--- config.mk ---
export PLATFORM = sky130hd
export DESIGN_NAME = sram_uart_dump
export DESIGN_NICKNAME = d
export VERILOG_FILES = /design/src/rtl/sram_uart_dump.sv
export SDC_FILE = /design/constraint.sdc
export NUM_CORES = 1
export LEC_CHECK = 0
export BUFFER_PORTS_ARGS = -buffer_cell sky130_fd_sc_hd__buf_2
export CORE_UTILIZATION = 40
export DETAILED_ROUTE_END_ITERATION = 12
export PLACE_DENSITY = 0.58
export SETUP_SLACK_MARGIN = 0.1
export SKIP_CTS_REPAIR_TIMING = 1
export SLEW_MARGIN = 15
export SYNTH_ARGS = -nofsm -noshare
export SYNTH_HDL_FRONTEND = slang
export SYNTH_SLANG_ARGS = --single-unit
--- constraint.sdc ---
create_clock -name Clock_50 -period 2.9 [get_ports Clock_50]
set_clock_uncertainty 0.15 [all_clocks]
set_input_delay 0.29 -clock Clock_50 [delete_from_list [all_inputs] [get_ports Clock_50]]
set_output_delay 0.29 -clock Clock_50 [all_outputs]
set_load 0.01 [all_outputs]
--- src/rtl/sram_uart_dump.sv ---
// Streams a block of 16-bit SRAM words out on an 8N1 UART, high byte first.
// Optional PPM_HEADER_EN: prefix the dump with a 15-byte PPM P6 header held in ROM.
module sram_uart_dump #(
  parameter int unsigned CLKS_PER_BIT = 434,
  parameter int unsigned ADDR_W       = 18
) (
  input  logic              Clock_50,
  input  logic              Reset,
  input  logic              Start,
  input  logic [ADDR_W-1:0] Base_address,
  input  logic [ADDR_W-1:0] Word_count,
  output logic [ADDR_W-1:0] SRAM_address,
  input  logic [15:0]       SRAM_read_data,
  output logic              SRAM_we_n,
  output logic              UART_TX_O,
  output logic              Busy,
  output logic              Done
);

  localparam int unsigned BAUD_W = (CLKS_PER_BIT > 1) ? $clog2(CLKS_PER_BIT) : 1;
  localparam logic [BAUD_W-1:0] BAUD_LAST = BAUD_W'(CLKS_PER_BIT - 1);

  localparam logic [2:0] S_IDLE    = 3'd0;
  localparam logic [2:0] S_HEADER  = 3'd1;
  localparam logic [2:0] S_REQ     = 3'd2;
  localparam logic [2:0] S_WAIT1   = 3'd3;
  localparam logic [2:0] S_WAIT2   = 3'd4;
  localparam logic [2:0] S_SEND_HI = 3'd5;
  localparam logic [2:0] S_SEND_LO = 3'd6;
  localparam logic [2:0] S_DONE    = 3'd7;

  localparam logic [1:0] TX_IDLE  = 2'd0;
  localparam logic [1:0] TX_START = 2'd1;
  localparam logic [1:0] TX_DATA  = 2'd2;
  localparam logic [1:0] TX_STOP  = 2'd3;

  logic [2:0]        state_q, state_d;
  logic [ADDR_W-1:0] addr_q, addr_d;
  logic [ADDR_W-1:0] rem_q, rem_d;
  logic [15:0]       hold_q, hold_d;
  logic              busy_q, busy_d;
  logic              done_q, done_d;

  logic [1:0]        tx_state_q, tx_state_d;
  logic [BAUD_W-1:0] baud_q, baud_d;
  logic [3:0]        bit_q, bit_d;
  logic [7:0]        tx_byte_q, tx_byte_d;
  logic              tx_line_q, tx_line_d;

  logic              tx_go_c;
  logic              tx_done_c;
  logic [7:0]        tx_data_c;

`ifdef PPM_HEADER_EN
  localparam logic [3:0] HDR_LAST = 4'd14;
  logic [3:0] hdr_idx_q, hdr_idx_d;

  // "P6\n320 240\n255\n"
  function automatic logic [7:0] hdr_rom(input logic [3:0] idx);
    case (idx)
      4'd0:    hdr_rom = 8'h50;
      4'd1:    hdr_rom = 8'h36;
      4'd2:    hdr_rom = 8'h0A;
      4'd3:    hdr_rom = 8'h33;
      4'd4:    hdr_rom = 8'h32;
      4'd5:    hdr_rom = 8'h30;
      4'd6:    hdr_rom = 8'h20;
      4'd7:    hdr_rom = 8'h32;
      4'd8:    hdr_rom = 8'h34;
      4'd9:    hdr_rom = 8'h30;
      4'd10:   hdr_rom = 8'h0A;
      4'd11:   hdr_rom = 8'h32;
      4'd12:   hdr_rom = 8'h35;
      4'd13:   hdr_rom = 8'h35;
      4'd14:   hdr_rom = 8'h0A;
      default: hdr_rom = 8'h00;
    endcase
  endfunction
`endif

  // Byte launch is level-based: the TX engine only accepts it while idle, and the main
  // FSM leaves a send state on the same edge the engine returns to idle.
  assign tx_go_c   = (tx_state_q == TX_IDLE) &&
                     (state_q == S_SEND_HI || state_q == S_SEND_LO || state_q == S_HEADER);
  assign tx_done_c = (tx_state_q == TX_STOP) && (baud_q == BAUD_LAST);

  always_comb begin
    tx_data_c = 8'h00;
    if (state_q == S_SEND_HI)      tx_data_c = hold_q[15:8];
    else if (state_q == S_SEND_LO) tx_data_c = hold_q[7:0];
`ifdef PPM_HEADER_EN
    else if (state_q == S_HEADER)  tx_data_c = hdr_rom(hdr_idx_q);
`endif
  end

  // Main sequencing FSM
  always_comb begin
    state_d = state_q;
    addr_d  = addr_q;
    rem_d   = rem_q;
    hold_d  = hold_q;
    busy_d  = busy_q;
    done_d  = 1'b0;
`ifdef PPM_HEADER_EN
    hdr_idx_d = hdr_idx_q;
`endif
    case (state_q)
      S_IDLE: begin
        if (Start) begin
          addr_d = Base_address;
          rem_d  = Word_count;
          busy_d = 1'b1;
`ifdef PPM_HEADER_EN
          hdr_idx_d = 4'd0;
          state_d   = S_HEADER;
`else
          state_d = (Word_count == '0) ? S_DONE : S_REQ;
`endif
        end
      end
`ifdef PPM_HEADER_EN
      S_HEADER: begin
        if (tx_done_c) begin
          if (hdr_idx_q == HDR_LAST) state_d = (rem_q == '0) ? S_DONE : S_REQ;
          else                       hdr_idx_d = hdr_idx_q + 4'd1;
        end
      end
`endif
      S_REQ:     state_d = S_WAIT1;
      S_WAIT1:   state_d = S_WAIT2;
      S_WAIT2: begin
        hold_d  = SRAM_read_data;
        state_d = S_SEND_HI;
      end
      S_SEND_HI: if (tx_done_c) state_d = S_SEND_LO;
      S_SEND_LO: begin
        if (tx_done_c) begin
          rem_d = rem_q - ADDR_W'(1);
          if (rem_q == ADDR_W'(1)) begin
            state_d = S_DONE;
          end else begin
            addr_d  = addr_q + ADDR_W'(1);
            state_d = S_REQ;
          end
        end
      end
      S_DONE: begin
        done_d  = 1'b1;
        busy_d  = 1'b0;
        state_d = S_IDLE;
      end
      default: state_d = S_IDLE;
    endcase
  end

  // UART transmitter: start, 8 data LSB first, stop; each bit CLKS_PER_BIT cycles
  always_comb begin
    tx_state_d = tx_state_q;
    baud_d     = baud_q;
    bit_d      = bit_q;
    tx_byte_d  = tx_byte_q;
    tx_line_d  = tx_line_q;
    case (tx_state_q)
      TX_IDLE: begin
        tx_line_d = 1'b1;
        if (tx_go_c) begin
          tx_byte_d  = tx_data_c;
          tx_line_d  = 1'b0;
          baud_d     = '0;
          tx_state_d = TX_START;
        end
      end
      TX_START: begin
        if (baud_q == BAUD_LAST) begin
          baud_d     = '0;
          bit_d      = 4'd0;
          tx_line_d  = tx_byte_q[0];
          tx_state_d = TX_DATA;
        end else begin
          baud_d = baud_q + BAUD_W'(1);
        end
      end
      TX_DATA: begin
        if (baud_q == BAUD_LAST) begin
          baud_d = '0;
          if (bit_q == 4'd7) begin
            tx_line_d  = 1'b1;
            tx_state_d = TX_STOP;
          end else begin
            bit_d     = bit_q + 4'd1;
            tx_byte_d = {1'b0, tx_byte_q[7:1]};
            tx_line_d = tx_byte_q[1];
          end
        end else begin
          baud_d = baud_q + BAUD_W'(1);
        end
      end
      TX_STOP: begin
        if (baud_q == BAUD_LAST) begin
          baud_d     = '0;
          tx_state_d = TX_IDLE;
        end else begin
          baud_d = baud_q + BAUD_W'(1);
        end
      end
      default: tx_state_d = TX_IDLE;
    endcase
  end

  always_ff @(posedge Clock_50 or posedge Reset) begin
    if (Reset) begin
      state_q    <= S_IDLE;
      addr_q     <= '0;
      rem_q      <= '0;
      hold_q     <= '0;
      busy_q     <= 1'b0;
      done_q     <= 1'b0;
      tx_state_q <= TX_IDLE;
      baud_q     <= '0;
      bit_q      <= 4'd0;
      tx_byte_q  <= 8'h00;
      tx_line_q  <= 1'b1;
`ifdef PPM_HEADER_EN
      hdr_idx_q  <= 4'd0;
`endif
    end else begin
      state_q    <= state_d;
      addr_q     <= addr_d;
      rem_q      <= rem_d;
      hold_q     <= hold_d;
      busy_q     <= busy_d;
      done_q     <= done_d;
      tx_state_q <= tx_state_d;
      baud_q     <= baud_d;
      bit_q      <= bit_d;
      tx_byte_q  <= tx_byte_d;
      tx_line_q  <= tx_line_d;
`ifdef PPM_HEADER_EN
      hdr_idx_q  <= hdr_idx_d;
`endif
    end
  end

  assign SRAM_address = addr_q;
  assign SRAM_we_n    = 1'b1;
  assign UART_TX_O    = tx_line_q;
  assign Busy         = busy_q;
  assign Done         = done_q;

endmodule

==> results summary <==
The run finished with clean final reports. Together, buffers and inverters on the worst path number 1. The number of cells on the critical path is 5. Across the run, the number of max-cap violations was 0. Summed over all layers, the global routing overflow is 0. The final cycle utilization of the critical path came out at 89.3%. The number of port buffers came out at 75.

Of all nets on the critical path, the largest fanout is 70. The startpoint identified for the worst register-to-register timing path is state_q[1]. In this run, placement finished with an instance count of 700. After technology mapping, the gate count stands at 505. The actual transition at the worst max-transition pin came out at 0.713 ns.

The dominant synthesized flop cell is sky130_fd_sc_hd__dfrtp_1. The arrival time reported for the critical path endpoint came out at 2.67 ns. For the worst-skew pair, the clock arrives at the later sink with an insertion delay of 0.34 ns. The ratio of routed vias to standard cells came out at 5.71. Leaving out fill and tap cells, the most frequent cell in the layout is sky130_fd_sc_hd__dfrtp_1. CTS placed an instance of sky130_fd_sc_hd__clkbuf_16 at the clock tree root. The TritonCTS buffer count came out at 9. The relative area change from synthesis to final layout came out at 18.3%. The number of enable-type register cells in the synthesized netlist is 0. The net count after synthesis came out at 570. The detail-routed net length per standard cell is 15.8 um. The number of antenna violations at the first check in global routing came out at 0.

The utilization after layout is 49.5%. The first-pass iteration count of the detailed router came out at 5. The setup-violating endpoint count in the final report came out at 0. In this run the worst hold path is classified as input pin to flip-flop. For met3 alone, demand over resource in global routing was 3.91%. The met2 layer usage reported by global route came out at 32.7%. In this design, the largest share of critical-path delay is due to flip-flops. The H-tree was split into 3 levels. The DRC marker count from the first detailed-route iteration came out at 347. Entering global routing, the biggest net connects 71 pins. For this run, global-route usage on met1 was measured as 26.3%. Headroom to the max-slew limit came out at 52.3%. The sink count of the clock tree came out at 81. The fmax came out at 386 MHz. Traced cell by cell, the critical path runs through and3b_2, buf_4, nor3b_1, a21oi_2, mux2_2. The proportion of synthesized chip area in sequential cells is 44.0%. The clock-pin slew on the worst setup and hold paths came out at 0.07 ns. The first-pass GRT wire length came out at 18600 um. The total count of max-transition violations in the final report came out at 0. Setup repair after global routing left no endpoint under its margin. The wire length after detailed routing is 11300 um. The share of synthesized registers carrying an async set or reset came out at 100%. For the final routed database, the setup TNS stands at 0 ns.

The setup slack of the worst register-to-register path came out at 0.31 ns. The cell type with the highest aggregate area in the netlist is sky130_fd_sc_hd__dfrtp_1. The total core area is 11000 um^2. The number of core rows is 38.

IR analysis of the VDD net gives a maximum drop of 0.418 mV. During I/O placement, the number of pins put on the boundary was 77. At the worst endpoint, the required time is 2.98 ns. The synthesized design contains 81 register bits. The worst setup path is captured at a flip-flop. In this run the critical register-to-register path is captured at tx_byte_q[0]. The worst reg-to-reg path cell count came out at 5. The total via count in the routed design is 4096. The layer flagged by global routing as most heavily used is met2.

The path type of the worst setup path is flip-flop to flip-flop. Once detailed placement completed, the half-perimeter wirelength came to 7820 um. TritonCTS built the clock tree. The synthesized area is 4610 um^2. The share of final-layout standard cells stronger than drive strength 1 came out at 24.4%. The post-synthesis average cell area came out at 9.13 um^2. The overall die area is 12000 um^2. The non-filler instance count after layout is 717. The total global-route track usage came out at 20.0%.

The detailed-route DRC error count is 0. The worst setup path is launched from a flip-flop. The initial core utilization is 41.8%. The area share of the largest cell type after synthesis is 43.4%. The ratio of total power to cell area came out at 1020 nW/um^2.

The final layout net count came out at 637. The hold violation count in the final report is 0. The maximum cell stage delay along the critical path came out at 0.56 ns.

The die height came out at 109 um. The leakage component of the power is 2.27 nW. The worst hold path begins at SRAM_read_data[15]. Synthesis instantiated 64 different standard cells from the library. The final estimated routing congestion in global placement is 0.838.

After synthesis, the cell types taking the most area are sky130_fd_sc_hd__dfrtp_1 43%, sky130_fd_sc_hd__mux2_2 5.9%, sky130_fd_sc_hd__o21ai_0 5.6%. The cell with the biggest individual delay on the critical path is sky130_fd_sc_hd__dfrtp_1. The hold-critical path depth came out at 2. Counting along the longest clock path gives a buffer depth of 2. The path with the worst hold slack has its endpoint at hold_q[15]. Leaving out fill and tap cells, the most frequent cells in the layout are 80 x sky130_fd_sc_hd__dfrtp_1, 75 x sky130_fd_sc_hd__buf_2, 58 x sky130_fd_sc_hd__nand2_1, 52 x sky130_fd_sc_hd__o21ai_0, 49 x sky130_fd_sc_hd__a21oi_1. The number of antenna diodes in the final layout is 0. The count of synthesis-stage warnings from yosys is 0. The minimum period implied by the final worst setup slack is 2.59 ns.

The via count of the first global-routing pass came out at 3815. The number of nets with antenna violations after routing came out at 0. From left edge to right edge, the die measures 109 um.
==> synth_stat cells, types with 6 or more instances <==
master,number
sky130_fd_sc_hd__dfrtp_1,80
sky130_fd_sc_hd__ha_1,10
sky130_fd_sc_hd__inv_1,12
sky130_fd_sc_hd__mux2_2,24
sky130_fd_sc_hd__clkbuf_1,17
sky130_fd_sc_hd__nor2_1,25
sky130_fd_sc_hd__a2bb2oi_1,6
sky130_fd_sc_hd__a22oi_1,12
sky130_fd_sc_hd__o21ai_0,52
sky130_fd_sc_hd__nand3_1,27
sky130_fd_sc_hd__a31oi_1,6
sky130_fd_sc_hd__buf_2,8
sky130_fd_sc_hd__nand2_1,58
sky130_fd_sc_hd__o22ai_1,14
sky130_fd_sc_hd__a21oi_1,49
sky130_fd_sc_hd__and3_1,7
==> per-stage QoR <==
step                area, um^2  hold WS (ns)  setup WS [ns]  total power, W
floorplan                 4610         0.290          0.382         0.00367
global placement          5120         0.231          0.376         0.00426
detailed placement        5120         0.236          0.236         0.00432
CTS                       5440        -0.136          0.208         0.00559
global route              5460        0.0209          0.118         0.00601
finish                    5460        0.0245          0.309         0.00556
==> state kept, by name, summed over array words and instances, names as in the netlist <==
signal,flops
Busy,1
Done,1
SRAM_address,18
UART_TX_O,1
baud_q,9
bit_q,4
hold_q,16
rem_q,18
state_q,3
tx_byte_q,8
tx_state_q,2
==> kinds of logic (layout without fill, tap and decap cells) <==
family                     count (synthesis)  after routing  synth area share [%]
adders and majority gates                 10             10                  2.71
AOI/OAI and AO/OA                        171            171                  22.7
DFF                                       81             81                  44.0
and+or+nand+nor                          173            173                  20.0
buffers and inverters                     40            112                  3.63
other                                      1              1                0.0813
xor gates and xnor gates                   2              2                 0.380
muxes                                     27             27                  6.51
==> how the worst max path moves through the flow <==
stage                     slack (ns)        from          endpoint
after floorplan                 0.38       Reset              Busy
after global placement          0.38   baud_q[1]  SRAM_address[11]
after detailed placement        0.24  state_q[1]  SRAM_address[11]
after CTS                       0.21  state_q[1]  SRAM_address[11]
after global routing            0.12  state_q[1]      tx_byte_q[0]
final                           0.31  state_q[1]      tx_byte_q[0]
==> area by class of cell <==
type	instances	area (um^2)
Fill cell	1049	5570
Sequential cell	81	2030
Clock buffer	10	229
Inverter	12	46.3
Clock inverter	6	92.6
Multi-Input combinational cell	384	2430
Tap cell	140	175
Timing Repair Buffer	84	458
==> per-layer routing <==
metal	share of wire (%)	routed length, um	vias up
met5	0	0	-
met1	46	5190	1973
li1	-	-	2010
met4	1.5	171	0
met3	4.3	489	14
met2	48	5490	99
==> worst reg2reg max path, delay by kind of cell, from the launching register on <==
family          cells  cell delay, ns
flops               1            0.56
buf+inv             1            0.55
simple gates        2            0.47
mux                 1            0.38
compound gates      1            0.37
==> report_power, final <==
group          total [W]  internal, W  leakage (nW)  switching, W
Clock            0.00125     0.000759         0.149      0.000494
Combinational    0.00216     0.000988          1.14       0.00117
Sequential       0.00214      0.00162         0.980      0.000521
Total            0.00556      0.00337          2.27       0.00219
(Power assumes the default switching activity.)
